[src/rtl/riscv_muldiv_pkg.sv]
// RV32M encodings and FSM state type shared by the mul/div unit and its bench.
// No logic here beyond constants and types.
package riscv_muldiv_pkg;

  localparam logic [6:0] OPC_ARI_RTYPE = 7'b0110011;
  localparam logic [6:0] FNC7_MULDIV   = 7'b0000001;

  localparam logic [2:0] FNC_MUL    = 3'b000;
  localparam logic [2:0] FNC_MULH   = 3'b001;
  localparam logic [2:0] FNC_MULHSU = 3'b010;
  localparam logic [2:0] FNC_MULHU  = 3'b011;
  localparam logic [2:0] FNC_DIV    = 3'b100;
  localparam logic [2:0] FNC_DIVU   = 3'b101;
  localparam logic [2:0] FNC_REM    = 3'b110;
  localparam logic [2:0] FNC_REMU   = 3'b111;

  typedef enum logic [2:0] {
    ST_IDLE,
    ST_MUL,
    ST_DIV,
    ST_FIX,
    ST_DONE
  } md_state_t;

endpackage

[src/rtl/riscv_divider_iter.sv]
// Radix-2 restoring magnitude divider, one quotient bit per cycle.
// Latency: XLEN cycles; the first bit retires on the start edge itself.
// Backpressure: none; kill abandons the division, start reloads at any time.
module riscv_divider_iter #(
  parameter int XLEN = 32
) (
  input  logic            clk,
  input  logic            rst_n,
  input  logic            start,
  input  logic            kill,
  input  logic [XLEN-1:0] dividend,
  input  logic [XLEN-1:0] divisor,
  output logic            done,
  output logic [XLEN-1:0] quotient,
  output logic [XLEN-1:0] remainder
);

  localparam int CW = $clog2(XLEN) + 1;

  logic [CW-1:0]   cnt_q;
  logic [XLEN-1:0] quo_q, rem_q, dsr_q;
  logic [XLEN-1:0] step_quo, step_rem, step_dsr;
  logic [XLEN-1:0] quo_nxt, rem_nxt;
  logic [XLEN:0]   rem_shift;
  logic            ge;

  // On the start edge the step works straight off the inputs.
  assign step_quo  = start ? dividend : quo_q;
  assign step_rem  = start ? '0       : rem_q;
  assign step_dsr  = start ? divisor  : dsr_q;

  assign rem_shift = {step_rem, step_quo[XLEN-1]};
  assign ge        = rem_shift >= {1'b0, step_dsr};
  assign rem_nxt   = ge ? XLEN'(rem_shift - {1'b0, step_dsr}) : rem_shift[XLEN-1:0];
  assign quo_nxt   = {step_quo[XLEN-2:0], ge};

  always_ff @(posedge clk or negedge rst_n) begin
    if (!rst_n) begin
      cnt_q <= '0;
      quo_q <= '0;
      rem_q <= '0;
      dsr_q <= '0;
    end else if (kill) begin
      cnt_q <= '0;
    end else if (start) begin
      quo_q <= quo_nxt;
      rem_q <= rem_nxt;
      dsr_q <= divisor;
      cnt_q <= CW'(XLEN - 1);
    end else if (cnt_q != '0) begin
      quo_q <= quo_nxt;
      rem_q <= rem_nxt;
      cnt_q <= cnt_q - CW'(1);
    end
  end

  // High in the cycle whose closing edge retires the final quotient bit.
  assign done      = (cnt_q == CW'(1));
  assign quotient  = quo_q;
  assign remainder = rem_q;

endmodule

[src/rtl/riscv_muldiv_unit.sv]
// RV32M execute unit: MUL/MULH/MULHSU/MULHU/DIV/DIVU/REM/REMU, one op in flight.
// Latency: MUL* MUL_LATENCY cycles, DIV/REM XLEN+1, div special cases and illegal ops 1.
// Backpressure: in_ready only in IDLE; result held in DONE until out_ready, flush kills.
module riscv_muldiv_unit
  import riscv_muldiv_pkg::*;
#(
  parameter int XLEN        = 32,
  parameter int MUL_LATENCY = 2
) (
  input  logic            clk,
  input  logic            rst_n,
  input  logic            in_valid,
  output logic            in_ready,
  input  logic [31:0]     instruction,
  input  logic [XLEN-1:0] rs1,
  input  logic [XLEN-1:0] rs2,
  input  logic            flush,
  output logic            out_valid,
  input  logic            out_ready,
  output logic [XLEN-1:0] result,
  output logic            out_illegal,
  output logic            busy
);

  localparam int              PW       = 2 * XLEN + 2;
  localparam logic [XLEN-1:0] INT_MIN  = {1'b1, {(XLEN-1){1'b0}}};
  localparam logic [1:0]      MUL_LAST = (MUL_LATENCY > 1) ? 2'(MUL_LATENCY - 2) : 2'd0;

  md_state_t       state_q, state_d;
  logic [2:0]      funct3, funct3_q;
  logic            op_legal, is_div, div_signed, div_rem, div_zero, div_ovf;
  logic            accept, div_start, div_done;
  logic            a_sgn, b_sgn;
  logic [PW-1:0]   a_wide, b_wide, mul_prod, mul_out;
  logic [XLEN-1:0] mul_now, mul_fin;
  logic [XLEN-1:0] a_mag, b_mag, special_res;
  logic [XLEN-1:0] div_quo, div_rmd, quo_fix, rem_fix;
  logic            q_neg_q, r_neg_q;
  logic [1:0]      mul_cnt_q;
  logic            load_result, illegal_d, illegal_q;
  logic [XLEN-1:0] result_d, result_q;
  logic            unused_bits;

  // Decode
  assign funct3     = instruction[14:12];
  assign op_legal   = (instruction[6:0] == OPC_ARI_RTYPE) && (instruction[31:25] == FNC7_MULDIV);
  assign is_div     = funct3 inside {FNC_DIV, FNC_DIVU, FNC_REM, FNC_REMU};
  assign div_signed = (funct3 == FNC_DIV) || (funct3 == FNC_REM);
  assign div_rem    = (funct3 == FNC_REM) || (funct3 == FNC_REMU);
  assign div_zero   = (rs2 == '0);
  assign div_ovf    = div_signed && (rs1 == INT_MIN) && (rs2 == '1);
  assign special_res = div_zero ? (div_rem ? rs1 : '1) : (div_rem ? '0 : rs1);

  assign in_ready  = (state_q == ST_IDLE);
  assign accept    = in_valid && in_ready && !flush;
  assign div_start = accept && op_legal && is_div && !div_zero && !div_ovf;

  // Operands extended to full product width so one unsigned multiply covers every signedness.
  assign a_sgn    = (funct3 != FNC_MULHU) && rs1[XLEN-1];
  assign b_sgn    = ((funct3 == FNC_MUL) || (funct3 == FNC_MULH)) && rs2[XLEN-1];
  assign a_wide   = {{(XLEN+2){a_sgn}}, rs1};
  assign b_wide   = {{(XLEN+2){b_sgn}}, rs2};
  assign mul_prod = a_wide * b_wide;

  generate
    if (MUL_LATENCY == 1) begin : g_mul_comb
      assign mul_out = mul_prod;
    end else begin : g_mul_pipe
      logic [PW-1:0] pipe [MUL_LATENCY-1];
      always_ff @(posedge clk or negedge rst_n) begin
        if (!rst_n) begin
          for (int i = 0; i < MUL_LATENCY - 1; i++) pipe[i] <= '0;
        end else begin
          pipe[0] <= mul_prod;
          for (int i = 1; i < MUL_LATENCY - 1; i++) pipe[i] <= pipe[i-1];
        end
      end
      assign mul_out = pipe[MUL_LATENCY-2];
    end
  endgenerate

  assign mul_now = (funct3 == FNC_MUL)   ? mul_prod[XLEN-1:0] : mul_prod[2*XLEN-1:XLEN];
  assign mul_fin = (funct3_q == FNC_MUL) ? mul_out[XLEN-1:0]  : mul_out[2*XLEN-1:XLEN];

  assign a_mag = (div_signed && rs1[XLEN-1]) ? -rs1 : rs1;
  assign b_mag = (div_signed && rs2[XLEN-1]) ? -rs2 : rs2;

  riscv_divider_iter #(.XLEN(XLEN)) u_div (
    .clk       (clk),
    .rst_n     (rst_n),
    .start     (div_start),
    .kill      (flush),
    .dividend  (a_mag),
    .divisor   (b_mag),
    .done      (div_done),
    .quotient  (div_quo),
    .remainder (div_rmd)
  );

  assign quo_fix = q_neg_q ? -div_quo : div_quo;
  assign rem_fix = r_neg_q ? -div_rmd : div_rmd;

  always_ff @(posedge clk or negedge rst_n) begin
    if (!rst_n) begin
      state_q   <= ST_IDLE;
      funct3_q  <= '0;
      q_neg_q   <= 1'b0;
      r_neg_q   <= 1'b0;
      mul_cnt_q <= '0;
      result_q  <= '0;
      illegal_q <= 1'b0;
    end else begin
      state_q <= state_d;
      if (accept) begin
        funct3_q  <= funct3;
        q_neg_q   <= div_signed && (rs1[XLEN-1] ^ rs2[XLEN-1]);
        r_neg_q   <= div_signed && rs1[XLEN-1];
        mul_cnt_q <= '0;
      end else if (state_q == ST_MUL) begin
        mul_cnt_q <= mul_cnt_q + 2'd1;
      end
      if (load_result) begin
        result_q  <= result_d;
        illegal_q <= illegal_d;
      end
    end
  end

  always_comb begin
    state_d     = state_q;
    load_result = 1'b0;
    illegal_d   = 1'b0;
    result_d    = '0;
    case (state_q)
      ST_IDLE: begin
        if (accept) begin
          if (!op_legal) begin
            state_d     = ST_DONE;
            load_result = 1'b1;
            illegal_d   = 1'b1;
          end else if (!is_div) begin
            if (MUL_LATENCY == 1) begin
              state_d     = ST_DONE;
              load_result = 1'b1;
              result_d    = mul_now;
            end else begin
              state_d = ST_MUL;
            end
          end else if (div_zero || div_ovf) begin
            state_d     = ST_DONE;
            load_result = 1'b1;
            result_d    = special_res;
          end else begin
            state_d = ST_DIV;
          end
        end
      end
      ST_MUL: begin
        if (mul_cnt_q == MUL_LAST) begin
          state_d     = ST_DONE;
          load_result = 1'b1;
          result_d    = mul_fin;
        end
      end
      ST_DIV: begin
        if (div_done) state_d = ST_FIX;
      end
      ST_FIX: begin
        state_d     = ST_DONE;
        load_result = 1'b1;
        result_d    = ((funct3_q == FNC_REM) || (funct3_q == FNC_REMU)) ? rem_fix : quo_fix;
      end
      ST_DONE: begin
        if (out_ready) state_d = ST_IDLE;
      end
      default: state_d = ST_IDLE;
    endcase
    // A flush wins over accept, completion and out_ready alike.
    if (flush) begin
      state_d     = ST_IDLE;
      load_result = 1'b0;
    end
  end

  assign out_valid   = (state_q == ST_DONE);
  assign out_illegal = out_valid && illegal_q;
  assign busy        = (state_q != ST_IDLE);
  assign result      = result_q;

  assign unused_bits = ^{instruction[24:15], instruction[11:7],
                         mul_prod[PW-1:2*XLEN], mul_out[PW-1:2*XLEN]};

endmodule

[config.mk]
export PLATFORM = sky130hd
export DESIGN_NAME = riscv_muldiv_unit
export DESIGN_NICKNAME = d
export VERILOG_FILES = /design/src/rtl/riscv_muldiv_pkg.sv /design/src/rtl/riscv_divider_iter.sv /design/src/rtl/riscv_muldiv_unit.sv
export SDC_FILE = /design/constraint.sdc
export NUM_CORES = 2
export LEC_CHECK = 0
export CAP_MARGIN = 15
export CORE_ASPECT_RATIO = 1.1
export CORE_MARGIN = 4
export CORE_UTILIZATION = 43
export DETAILED_ROUTE_END_ITERATION = 10
export HOLD_SLACK_MARGIN = 0.15
export SETUP_SLACK_MARGIN = 0.3
export SYNTH_ARGS = -nofsm -noshare
export SYNTH_HDL_FRONTEND = slang
export SYNTH_SLANG_ARGS = --single-unit
[constraint.sdc]
create_clock -name clk -period 13.76 [get_ports clk]
set_clock_uncertainty 0.05 [all_clocks]
set_input_delay 3.44 -clock clk [delete_from_list [all_inputs] [get_ports clk]]
set_output_delay 3.44 -clock clk [all_outputs]
set_load 0.02 [all_outputs]
* Word level (Yosys, flattened, before mapping)
Index checks and enable logic that the tools add are counted.
** Storage, ports and cells
- Register bits after elaboration :: 209
- Output and inout port bits :: 36
** Operators by class
- $add $sub $neg :: 7
- Multipliers :: 1
- Magnitude comparators :: 1
- Eq/ne operators :: 21
- Multiplexer cells :: 47
- Bitwise logic cells :: 2
- Reductions and logical operators :: 36
** Operator list (count)
- two-way mux 32 bit :: 22
- negator 32 bit :: 4
- one-hot mux 32 bit (3 select lines) :: 1
- == test 32 bit, second input constant :: 2
- multiplier 33 x 33 -> 64 bit :: 1
- greater-or-equal comparator 33 x 32 -> 1 bit :: 1
- zero test 32 bit :: 1
- subtractor 32 bit :: 1
- two-way mux 3 bit :: 8
- == test 3 bit, second input constant :: 7
- two-way mux 6 bit :: 3
- logical AND 1 bit :: 15
- one-hot mux 3 bit (5 select lines) :: 1
- zero test 3 bit :: 3
- two-way mux 1 bit :: 9
- inequality test 3 x 2 -> 1 bit, second input constant :: 3
- == test 7 x 1 -> 1 bit, second input constant :: 1
- == test 7 x 6 -> 1 bit, second input constant :: 1
- == test 3 x 1 -> 1 bit, second input constant :: 2
- == test 3 x 2 -> 1 bit, second input constant :: 2
- == test 6 x 1 -> 1 bit, second input constant :: 1
- nonzero test 3 bit :: 2
- nonzero test 6 bit :: 1
- subtractor 6 x 1 -> 6 bit, second input constant :: 1
- 14 further kinds :: 22

* Longest topological paths before layout
- Depth after elaboration :: 12
- Depth in mapped cells :: 32
- Depth with buffers taken out :: 29

* Modules after synthesis
Synthesis repeated with hierarchy kept, for this count alone.
** Unflattened totals
- Cells, all modules :: 5928
- Area, all modules :: 52596.7 µm²
** Modules (own cells, without submodules)
- riscv_muldiv_unit :: times used 1, cells each 5147, area each 45578.7 µm², sequential area each 2677.6 µm²
- riscv_divider_iter :: times used 1, cells each 781, area each 7018.0 µm², sequential area each 2552.4 µm²

* Least setup slack after synthesis
OpenSTA, ideal clock, no wires.
- Path kind :: input -> register
- Start :: in instruction[14]
- End :: reg g_mul_pipe.pipe[61] in the netlist's numbering
- Library setup time :: 0.131 ns
- Arrival :: 11.413 ns
- Setup slack :: 2.166 ns
- Stages on the path :: 31
- Cells stage by stage :: clkbuf_1 > nand3b_1 > and2_1 > clkbuf_1 > nand2_1 > inv_1 > fa_1 > inv_1 > fa_1 > inv_1 > fa_1 > inv_1 > fa_1 > inv_1 > fa_1 > fa_1 > fa_1 > inv_1 > fa_1 > inv_1 > ha_1 > buf_2 > a21oi_1 > nand3b_1 > o21ai_0 > o32a_1 > nand2_1 > o22a_1 > a221oi_1 > o21ai_0 > xor2_1
** Between the ends
- Longest elaborated chain between the ends :: 4
- Elaborated cells on any way between the ends :: 7
- Classes of those cells :: 1 x mul; 2 x eq/ne; 4 x reduce/logical
** RTL lines
- from (decl) :: RTL line riscv_muldiv_unit.sv:14 : input logic [31:0] instruction,
- == test 3 x 1 -> 1 bit / zero test 3 bit (equally long branches)
- logical OR 1 bit :: RTL line riscv_muldiv_unit.sv:60 : assign b_sgn = ((funct3 == FNC_MUL) || (funct3 == FNC_MULH)) && rs2[XLEN-1];
- logical AND 1 bit :: RTL line riscv_muldiv_unit.sv:60
- multiplier 33 x 33 -> 64 bit (*) :: RTL line riscv_muldiv_unit.sv:63 : assign mul_prod = a_wide * b_wide;
- via mul_prod[61] :: RTL line riscv_muldiv_unit.sv:34 : logic [PW-1:0] a_wide, b_wide, mul_prod, mul_out;
- to (decl) :: RTL line riscv_muldiv_unit.sv:69 : logic [PW-1:0] pipe [MUL_LATENCY-1];
The timed path passes the listed nets; every way through them passes the cells marked *.
A chain may end at the register's enable or synchronous reset.

* Worst setup path after layout
Ends and elaborated chain as after synthesis.

==> run metrics <==
status complete, no violations; Max H-tree Level 1; min-delay src result[11]; Critical Path Stages 32; Top FF cell, synth dfrtp_1; delay-heaviest family, CP adder cells; Ports 137; FF+latch area 5230 um2; multi-input logic area 40,400 um2; Hold Buf Count CTS 0; Post-Synthesis Cells 5,957; Placeable Area 119,000 um2; final setup TNS 0 ns; mean number of vias per cell 5.36; Hold WC Path Type flip-flop to flip-flop; critical path buffer and inverter count 11; clock buffer depth 3; Seq/Total Area, Yosys 0.101; minimum clock period 12.34 ns; CTS Sinks 209; Synth area leaders fa_1 44%, dfrtp_1 10%, inv_1 9.0%, nand2_1 8.1%, ha_1 6.1%; Worst path most repeated cell fa_1; FF-to-FF path depth 17; DR vias 39,678; Crit path largest cell delay 0.83 ns; final hold vios 0; Mapped Area 51,600 um2; Worst Setup Path Type primary input to flip-flop; hold depth 2; drt wl/cell 20.9 um; Die ar. 126,000 um2; largest net degree at the start of global routing 82; Die Y 371 um; critical path endpoint category flip-flop; Starting Density 0.432; FP Rows 133; Die Width 338 um; Worst-Skew Late Latency 0.56 ns; root buffer cell clkbuf_16; Setup Buffers After CTS 0; Routed Antenna Nets 0; Seq cells post-synth 209; DP Wirelength 124 mm; port bufs 121; Worst setup startpoint instruction[14]; Synth Warn # 0; CTS resizes 0; # nets final 7,307; Max-Cap Viols 0; number of synthesized flops with an enable pin 0; Slew headroom 0.155; vias in the first global route 41,859; GR Overflow Total 0; Slew @ Worst Pin 1.26 ns; Async S/R FF share, synth 1.00; Synthesized Nets 7,437; CP Max Fanout 19; CP startpoint kind primary input; RSZ-0062 raised after global routing no; Tot GR Track Use 0.251; CP Data Required Time 14.13 ns; drt pass-1 iters 9; final std cells w/o fill 7,405; Slowest cell on crit path fa_1; gpl congestion 0.918; Yosys cell types 79; setup violators final 0; DRC 0; initial DRC count 2,896; number of CTS-inserted buffers 25; f_max 81.0 MHz; initial antenna violation count 14; global-route wire length before repair 246 mm; Syn Area/Cell 8.66 um2; Synth top area share 0.437; share of cells above drive strength 1 0.0351; worst r2r src state_q[2]; fin crit share 0.897; Final Slew Violations 0; fill cell count 11,567; crit path DAT 12.71 ns; CTS tree done; clk slew on worst S/H paths 0.06 ns; Routed WL 155 mm; Synth area leader fa_1; Layout area overhead 5.77%; post-placement cell count 7,352
-- per-stage QoR --
stage / hold WS, ns / area, um2 / utilization / setup WS [ns]
CTS: 0.433 / 54500 / 0.457 / 1.41
floorplan: 0.389 / 51600 / - / 2.17
global route: 0.464 / 54500 / 0.457 / 0.898
global placement: 0.408 / 53700 / 0.450 / 0.989
finish: 0.425 / 54600 / 0.457 / 1.42
detailed placement: 0.419 / 53700 / 0.450 / 0.880
-- sequential cells by signal, indices dropped and copies added (netlist names) --
name and flops:
u_div.quotient 32, u_div.dsr_q 32, u_div.remainder 32, state_q 3, illegal_q 1, result 32, r_neg_q 1, funct3_q 3
q_neg_q 1, u_div.cnt_q 6, mul_cnt_q 2, g_mul_pipe.pipe 64
-- cells in the final DEF (no fill, tap or decap), types with 82 or more instances in the layout --
cell type / synthesis / routed
a21oi_1: 212 / 212
and2_1: 337 / 337
buf_4: 2 / 82
dfrtp_1: 209 / 209
fa_1: 1126 / 1126
ha_1: 253 / 253
inv_1: 1231 / 1231
nand2_1: 1108 / 1108
nor2_1: 186 / 186
o21ai_0: 182 / 182
xnor2_1: 117 / 117
xor2_1: 107 / 107
-- worst reg2reg max path, stage by stage, from the launching register on --
cell      delay (ns)
dfrtp_1         0.46
or3_1           0.45
nor3b_2         0.58
nand3_1         0.43
a311o_2         0.58
buf_4           0.41
o21ai_0         0.35
inv_1           0.11
ha_1            0.40
o21ai_0         0.13
a211oi_1        0.30
nor3b_1         0.22
o21ai_0         0.16
nand4b_1        0.14
nand2_1         0.09
o41a_2          0.82
or3_1           0.53
a31oi_1         0.16
-- final timing paths --
path / endpoint / slack, ns
min: result[11] / 0.43
max: g_mul_pipe.pipe[61] / 1.42
min in group asynchronous: u_div.cnt_q[4] / 2.87
max reg2reg: u_div.remainder[22] / 7.31
min reg2reg: result[11] / 0.43
max in group asynchronous: u_div.dsr_q[24] / 9.37
-- logic make-up (layout without fill, tap and decap cells) --
| group | after synthesis | after routing | synth area share |
|---|---|---|---|
| other | 0 | 8 | 0 |
| flip-flops | 209 | 209 | 0.101 |
| buffers and inverters | 1592 | 1480 | 0.117 |
| XOR/XNOR | 224 | 224 | 0.0380 |
| AND/OR/NAND/NOR | 1879 | 1879 | 0.166 |
| adder cells (fa/ha/maj) | 1379 | 1379 | 0.498 |
| multiplexers | 19 | 19 | 0.00374 |
| AO/OA/AOI/OAI | 655 | 655 | 0.0759 |
-- area by class of cell --
type	instances	share of cell area
antenna	8	0.000367
timing repair buffer	203	0.0290
clock inverter	17	0.00303
multi-input combinational	4156	0.740
clock buffer	28	0.0117
tap	1552	0.0356
sequential	209	0.0959
inverter	1232	0.0848
-- cell usage after synthesis, drive strengths merged, types with 5 or more instances --
cell type / n
a211o: 5
a211oi: 20
a21o: 45
a21oi: 212
a221oi: 18
a31oi: 11
and2: 337
and3: 19
and4: 9
buf: 117
clkbuf: 243
dfrtp: 209
fa: 1126
ha: 253
inv: 1231
mux2i: 17
nand2: 1108
nand2b: 19
nand3: 35
nand3b: 7
nand4: 14
nor2: 186
nor2b: 18
nor3: 36
nor3b: 7
nor4: 21
o211ai: 8
o21a: 16
o21ai: 218
o21bai: 8
o22ai: 12
o31ai: 36
o41ai: 16
or2: 14
or3: 20
or4: 18
xnor2: 117
xor2: 107
-- layer usage --
layer | vias up | global-route usage | wire length (um)
li1 | 17524 | - | -
met1 | 20598 | 0.328 | 63200
met2 | 1249 | 0.431 | 75700
met3 | 303 | 0.0271 | 8540
met4 | 4 | 0.100 | 7370
met5 | - | 0 | 23
Power is not shown: default switching activity piles up to over one toggle a cycle in this logic, so the estimate is an artifact.
